[src/rtl/mips_fetch_pkg.sv]
// Shared definitions for the instruction prefetch front-end: FSM encoding,
// queue entry layout and the default boot address.
package mips_fetch_pkg;

    localparam logic [1:0] IDLE    = 2'd0;
    localparam logic [1:0] FETCH   = 2'd1;
    localparam logic [1:0] DISCARD = 2'd2;

    localparam int ENTRY_W = 64;
    localparam logic [31:0] DEFAULT_RESET_PC = 32'h0000_0000;

    typedef struct packed {
        logic [31:0] instr;
        logic [31:0] pc4;
    } entry_t;

endpackage

[src/rtl/instr_prefetch_queue_if.sv]
// Bundles the redirect, instruction-memory and decode-side signals of the
// prefetch queue; master is the queue itself, slave is its environment.
interface instr_prefetch_queue_if #(
    parameter int DEPTH = 4
) ();
    localparam int CNT_W = $clog2(DEPTH + 1);

    logic             redirect;
    logic [31:0]      redirect_pc;
    logic             imem_req;
    logic [31:0]      imem_addr;
    logic             imem_ack;
    logic [31:0]      imem_rdata;
    logic             out_valid;
    logic [31:0]      out_instr;
    logic [31:0]      out_pc4;
    logic             out_ready;
    logic [CNT_W-1:0] count;

    modport master (
        input  redirect, redirect_pc, imem_ack, imem_rdata, out_ready,
        output imem_req, imem_addr, out_valid, out_instr, out_pc4, count
    );

    modport slave (
        output redirect, redirect_pc, imem_ack, imem_rdata, out_ready,
        input  imem_req, imem_addr, out_valid, out_instr, out_pc4, count
    );

endinterface

[src/rtl/prefetch_fifo.sv]
// DEPTH-entry synchronous FIFO holding {instruction, PC+4}; flush empties it
// in one cycle and the head reads as zero while empty.
module prefetch_fifo
    import mips_fetch_pkg::*;
#(
    parameter  int DEPTH = 4,
    localparam int CNT_W = $clog2(DEPTH + 1),
    localparam int PTR_W = $clog2(DEPTH)
) (
    input  logic               Clk,
    input  logic               Rst,
    input  logic               push,
    input  logic               pop,
    input  logic               flush,
    input  logic [ENTRY_W-1:0] wdata,
    output logic [ENTRY_W-1:0] head,
    output logic [CNT_W-1:0]   count
);

    logic [ENTRY_W-1:0] mem [DEPTH];
    logic [PTR_W-1:0]   wr_ptr;
    logic [PTR_W-1:0]   rd_ptr;
    logic               do_push;
    logic               do_pop;

    assign do_push = push && !flush;
    assign do_pop  = pop && !flush && (count != '0);

    // NOTE: storage is deliberately left unreset; count and pointers define what is valid.
    always_ff @(posedge Clk) begin
        if (do_push) mem[wr_ptr] <= wdata;
    end

    // NOTE: sequential state uses non-blocking assignments so every register sees pre-edge values.
    always_ff @(posedge Clk) begin
        if (!Rst || flush) begin
            wr_ptr <= '0;
            rd_ptr <= '0;
            count  <= '0;
        end else begin
            if (do_push) wr_ptr <= wr_ptr + 1'b1;
            if (do_pop)  rd_ptr <= rd_ptr + 1'b1;
            count <= count + CNT_W'(do_push) - CNT_W'(do_pop);
        end
    end

    assign head = (count != '0) ? mem[rd_ptr] : '0;

endmodule

[src/rtl/instr_prefetch_queue.sv]
// Fetch front-end: one outstanding sequential fetch at a time, results queued
// for decode, EX/MEM redirect flushes the queue and restarts at the target.
module instr_prefetch_queue
    import mips_fetch_pkg::*;
#(
    parameter int          DEPTH    = 4,
    parameter logic [31:0] RESET_PC = DEFAULT_RESET_PC
) (
    input logic                  Clk,
    input logic                  Rst,
    instr_prefetch_queue_if.master bus
);

    localparam int               CNT_W = $clog2(DEPTH + 1);
    localparam logic [CNT_W-1:0] FULL  = CNT_W'(DEPTH);

    logic [1:0]       state;
    logic [31:0]      fetch_pc;
    logic [31:0]      req_addr;
    logic [31:0]      next_addr;
    logic [CNT_W-1:0] count;
    logic [CNT_W-1:0] occ_next;
    logic             ack;
    logic             push;
    logic             pop;
    entry_t           wdata;
    entry_t           head;

    // An ack only counts while a request is actually being presented.
    assign ack       = bus.imem_ack && (state != IDLE);
    assign push      = (state == FETCH) && ack && !bus.redirect;
    assign pop       = bus.out_valid && bus.out_ready && !bus.redirect;
    assign next_addr = req_addr + 32'd4;
    assign occ_next  = count + CNT_W'(push) - CNT_W'(pop);
    assign wdata     = '{instr: bus.imem_rdata, pc4: next_addr};

    prefetch_fifo #(.DEPTH(DEPTH)) u_fifo (
        .Clk   (Clk),
        .Rst   (Rst),
        .push  (push),
        .pop   (pop),
        .flush (bus.redirect),
        .wdata (wdata),
        .head  (head),
        .count (count)
    );

    always_ff @(posedge Clk) begin
        if (!Rst) begin
            state    <= IDLE;
            fetch_pc <= RESET_PC;
            req_addr <= RESET_PC;
        end else if (bus.redirect) begin
            fetch_pc <= bus.redirect_pc;
            // A request still waiting for memory must be drained before the new one.
            if (state == IDLE || ack) begin
                state    <= FETCH;
                req_addr <= bus.redirect_pc;
            end else begin
                state <= DISCARD;
            end
        end else begin
            case (state)
                IDLE: begin
                    if (count < FULL) begin
                        state    <= FETCH;
                        req_addr <= fetch_pc;
                    end
                end
                FETCH: begin
                    if (ack) begin
                        fetch_pc <= next_addr;
                        if (occ_next < FULL) req_addr <= next_addr;
                        else                 state    <= IDLE;
                    end
                end
                DISCARD: begin
                    if (ack) begin
                        state    <= FETCH;
                        req_addr <= fetch_pc;
                    end
                end
                default: state <= IDLE;
            endcase
        end
    end

    assign bus.imem_req  = (state == FETCH) || (state == DISCARD);
    assign bus.imem_addr = req_addr;
    assign bus.out_valid = (count != '0);
    assign bus.out_instr = head.instr;
    assign bus.out_pc4   = head.pc4;
    assign bus.count     = count;

endmodule

[src/flat_wrapper.sv]
// flat-port wrapper written by rule: the top's interface ports become plain ports
module instr_prefetch_queue_flat import mips_fetch_pkg::*;
#(
    parameter int          DEPTH    = 4,
    parameter logic [31:0] RESET_PC = DEFAULT_RESET_PC
)
  (Clk, Rst, bus_redirect, bus_redirect_pc, bus_imem_ack, bus_imem_rdata, bus_out_ready, bus_imem_req, bus_imem_addr, bus_out_valid, bus_out_instr, bus_out_pc4, bus_count);
  instr_prefetch_queue_if #(.DEPTH(DEPTH)) bus_i ();
  input logic Clk;
  input logic Rst;
  input wire logic [$bits(bus_i.redirect)-1:0] bus_redirect;
  input wire logic [$bits(bus_i.redirect_pc)-1:0] bus_redirect_pc;
  input wire logic [$bits(bus_i.imem_ack)-1:0] bus_imem_ack;
  input wire logic [$bits(bus_i.imem_rdata)-1:0] bus_imem_rdata;
  input wire logic [$bits(bus_i.out_ready)-1:0] bus_out_ready;
  output wire logic [$bits(bus_i.imem_req)-1:0] bus_imem_req;
  output wire logic [$bits(bus_i.imem_addr)-1:0] bus_imem_addr;
  output wire logic [$bits(bus_i.out_valid)-1:0] bus_out_valid;
  output wire logic [$bits(bus_i.out_instr)-1:0] bus_out_instr;
  output wire logic [$bits(bus_i.out_pc4)-1:0] bus_out_pc4;
  output wire logic [$bits(bus_i.count)-1:0] bus_count;
  assign bus_i.redirect = bus_redirect;
  assign bus_i.redirect_pc = bus_redirect_pc;
  assign bus_i.imem_ack = bus_imem_ack;
  assign bus_i.imem_rdata = bus_imem_rdata;
  assign bus_i.out_ready = bus_out_ready;
  assign bus_imem_req = bus_i.imem_req;
  assign bus_imem_addr = bus_i.imem_addr;
  assign bus_out_valid = bus_i.out_valid;
  assign bus_out_instr = bus_i.out_instr;
  assign bus_out_pc4 = bus_i.out_pc4;
  assign bus_count = bus_i.count;
  instr_prefetch_queue #(.DEPTH(DEPTH), .RESET_PC(RESET_PC)) u_core (.Clk(Clk), .Rst(Rst), .bus(bus_i));
endmodule
[config.mk]
export PLATFORM = sky130hd
export DESIGN_NAME = instr_prefetch_queue_flat
export DESIGN_NICKNAME = d
export VERILOG_FILES = /design/src/rtl/mips_fetch_pkg.sv /design/src/rtl/instr_prefetch_queue_if.sv /design/src/rtl/prefetch_fifo.sv /design/src/rtl/instr_prefetch_queue.sv /design/src/flat_wrapper.sv
export SDC_FILE = /design/constraint.sdc
export NUM_CORES = 1
export LEC_CHECK = 0
export CAP_MARGIN = 20
export CORE_MARGIN = 3
export CORE_UTILIZATION = 35
export DETAILED_ROUTE_END_ITERATION = 10
export GPL_ROUTABILITY_DRIVEN = 0
export SYNTH_ARGS = -nofsm -noshare
export SYNTH_HDL_FRONTEND = slang
export SYNTH_SLANG_ARGS = --single-unit
[constraint.sdc]
create_clock -name Clk -period 5.2 [get_ports Clk]
set_input_delay 1.04 -clock Clk [delete_from_list [all_inputs] [get_ports Clk]]
set_output_delay 1.04 -clock Clk [all_outputs]
set_load 0.01 [all_outputs]
==> impl_metrics.tcl <==
set metrics [dict create \
    power.internal_w 0.00497 \
    hold_viol 0 \
    grt_pass1_vias 9206 \
    drive_gt1_share_pct 14.8 \
    nNetsFinal 1245 \
    die_area_um2 43000 \
    finalPower_w 0.00653 \
    num_rows 73 \
    end_kind "output port" \
    critPathLaunchType "register" \
    dp_hpwl_um 23400 \
    first_pass_iters 7 \
    drv_slew 0 \
    vias 8981 \
    switching_share_pct 24.0 \
    syn-num-nets 1073 \
    synth_cells 991 \
    synth_top_area_share_pct 54.1 \
    antenna_found_initial 0 \
    yosys_warnings 0 \
    grt_remaining_overflow 0 \
    yosys.area.top_type "edfxtp_1" \
    cts_sinks 331 \
    die_x_um 207 \
    fin_crit_sh_pct 77.2 \
    power.leakage_nw 6.08 \
    fmax_mhz 249 \
    drt_iter0_markers 750 \
    power_switching_w 0.00156 \
    cp.arrival_ns 2.97 \
    syn_to_final_growth_pct 25.5 \
    cts_buffer_depth 3 \
    p_seq_share_pct 47.7 \
    cts.clk_slew.worst_paths_ns 0.06 \
    synth_area_leaders "edfxtp_1 (54%), dfxtp_1 (11%), mux4_2 (10%), and2_1 (2.8%), nand2_1 (1.6%)" \
    tns_ns 0 \
    tightest_slew_ns 1.03 \
    finClkSkew_ns 0.0174 \
    hold_path.class "register to register" \
    crit_slowest_cell "dfxtp_4" \
    io_buffers 169 \
    wl_per_cell_um 21.5 \
    max_stage_delay_ns 0.78 \
    clkPwrFrac_pct 40.3 \
    cts_tree "done" \
    die_h_um 207 \
    grt_pass1_wl_um 56700 \
    ctsHtreeMaxLevel 2 \
    cts_buffers 37 \
    vias_per_cell 5.23 \
    cts_resized 0 \
    synth-seq-area-share_pct 64.7 \
    power_frac_comb_pct 12.0 \
    syn-cell-area_um2 14200 \
    grtUsageTotal_pct 16.9 \
    path_class "register to output port" \
    drc 0 \
    diodes 0 \
    synth.avg_cell_area_um2 14.3 \
    max_slew_margin_pct 31.2 \
    cp_num_buf_inv 2 \
    seqCellArea_um2 9200 \
    grt_max_degree 67 \
    pin_count 170 \
    initial_core_util_pct 35.6 \
    cp_max_fo 30 \
    pwr_density_cell_nw_per_um2 366 \
    yosysUniqueCellTypes 61 \
    hp-start "u_core.fetch_pc[10]$_SDFFE_PN0P_" \
    min_period_ns 4.01 \
    ir_drop_uv 144 \
    ant_nets 0 \
    crit_family "buffers and inverters" \
    hold_buffers 0 \
    synth_edf_count 256 \
    multiInputGateArea_um2 4680 \
    synth-seq-cells 331 \
    clock_latency_ns 0.52 \
    max_cap_violations 0 \
    routed_wirelength_um 36800 \
    worst_ep_required_time_ns 4.16 \
    r2r_start "u_core.state[1]$_SDFFE_PN0P_" \
    core-area_um2 39900 \
    crit_chain "buf_4 -> mux4_2 -> and2_1 -> clkdlybuf4s50_1" \
    setup_viol 0 \
    rsz0062_at_grt "false" \
    outcome "finished, final reports clean" \
    synthArstFlopShare_pct 0 \
    fillers 3552 \
    clockRootBuffer "clkbuf_16" \
    synthFlopType "edfxtp_1" \
    postCtsSetupRepairBufs 0 \
]
worst register-to-register path: stages, from the launching register on:
cell and delay (ns):
dfxtp_1 0.33, inv_1 0.07, ha_1 0.13, buf_4 0.37
a21oi_1 0.12, buf_4 0.21, nor2_1 0.22, inv_1 0.09
ha_1 0.29, and3b_1 0.25, nor2_1 0.06, xnor2_1 0.50
o21a_1 0.38, buf_12 0.22, o21ai_0 0.10, a31oi_1 0.19
metal layers:
layer / share of wire [%] / track usage (%) / wire length (um) / vias up
li1: - / - / - / 4116
met4: 2.2 / 4.49 / 794 / 0
met3: 5.3 / 3.16 / 1950 / 51
met5: 0 / 0 / 0 / -
met1: 46 / 24.1 / 16900 / 4563
met2: 47 / 26.9 / 17200 / 251
path summary, 6_finish.rpt:
check / end / slack, ns / cells past startpoint
setup / recovery: bus_out_pc4[0] / 1.19 / 4
setup reg to reg: u_core.bus.imem_addr[27]$_SDFFE_PN0P_ / 1.57 / 15
hold reg to reg: u_core.fetch_pc[10]$_SDFFE_PN0P_ / 0.46 / 2
hold / removal: u_core.fetch_pc[10]$_SDFFE_PN0P_ / 0.46 / 2
cells by family (layout without fill, tap and decap cells):
group           count (synthesis)  count (layout)  synth area share [%]
compound gates                175             175                  8.61
buf+inv                        91             292                  2.51
flops                         331             331                  64.7
xor+xnor                       34              34                  2.15
fa+ha+maj                      13              13                  1.20
mux                            68              68                  10.4
simple gates                  279             279                  10.4
sequential cells by signal, summed over array words and instances (netlist names), named ones only:
name / cells
u_core.u_fifo.rd_ptr: 2
u_core.u_fifo.wr_ptr: 2
u_core.state: 2
u_core.bus.imem_addr: 32
u_core.fetch_pc: 32
u_core.u_fifo.mem: 256
u_core.u_fifo.count: 3
cells in the mapped netlist, types with 3 or more instances:
master / count
nor3_2: 3
o31ai_1: 5
o211a_1: 11
mux4_2: 64
nor2b_1: 12
dfxtp_1: 75
a21o_1: 9
nand4_1: 6
o21a_1: 8
a21boi_0: 12
a211oi_1: 3
o221a_2: 8
edfxtp_1: 256
buf_2: 6
o22ai_1: 3
nand2b_1: 17
inv_1: 22
a221oi_1: 3
a31oi_1: 12
xnor2_1: 17
and4_1: 3
xor2_1: 16
or4_1: 3
ha_1: 12
or3_1: 5
o211ai_1: 20
o21ai_0: 32
clkbuf_1: 50
and2_1: 64
nand3_1: 20
mux2i_1: 3
o221ai_1: 5
nand2_1: 61
a21oi_1: 30
and3_1: 11
nor3_1: 7
buf_1: 10
nor2_1: 57
through the flow:
step	utilization, %	instance area [um^2]	hold WS, ns	instances	setup WS [ns]
after floorplan	-	14200	0.436	991	1.28
after global placement	41.6	16600	0.450	1649	0.805
after detailed placement	41.6	16600	0.458	1649	0.706
after CTS	44.7	17800	0.466	1717	1.03
after global routing	44.7	17800	0.499	1717	0.768
final	44.7	17800	0.464	1717	1.19
power by group through the flow:
stage	Sequential, W	Combinational, W	Clock, W
5_1_grt	0.00313	0.000859	0.00282
2_1_floorplan	0.00314	0.000418	0
4_1_cts	0.00311	0.000795	0.00271
3_3_place_gp	0.00317	0.000777	0
3_5_place_dp	0.00317	0.000791	0
6_report	0.00312	0.000783	0.00263
layout by cell type (no fill, tap or decap), types with 4 or more instances in the layout:
master           synthesis  layout
a21boi_0                12      12
a21o_1                   9       9
a21oi_1                 30      30
a31oi_1                 12      12
and2_1                  64      64
and3_1                  11       7
and3_4                   0       4
buf_12                   0       5
buf_4                    2      27
bufinv_16                0       4
clkbuf_1                50      12
clkbuf_16                0      40
clkdlybuf4s50_1          0     167
clkinv_1                 0       5
clkinv_2                 0       4
dfxtp_1                 75      73
edfxtp_1               256     256
ha_1                    12      12
inv_1                   22      22
mux4_2                  64      64
nand2_1                 61      61
nand2b_1                17      17
nand3_1                 20      20
nand4_1                  6       6
nor2_1                  57      57
nor2b_1                 12      12
nor3_1                   7       7
o211a_1                 11      11
o211ai_1                20      20
o21a_1                   8       8
o21ai_0                 32      32
o221a_2                  8       8
o221ai_1                 5       5
o31ai_1                  5       5
or3_1                    5       4
xnor2_1                 17      17
xor2_1                  16      16
area by class of cell:
cell class,count,area share (%)
clock inverter,16,1.02
inverter,23,0.484
timing repair buffer,201,11.1
clock buffer,52,5.87
sequential,331,51.6
tap,525,3.68
multi-input combinational,569,26.2
No activity file was read; power rests on OpenSTA's default activity.
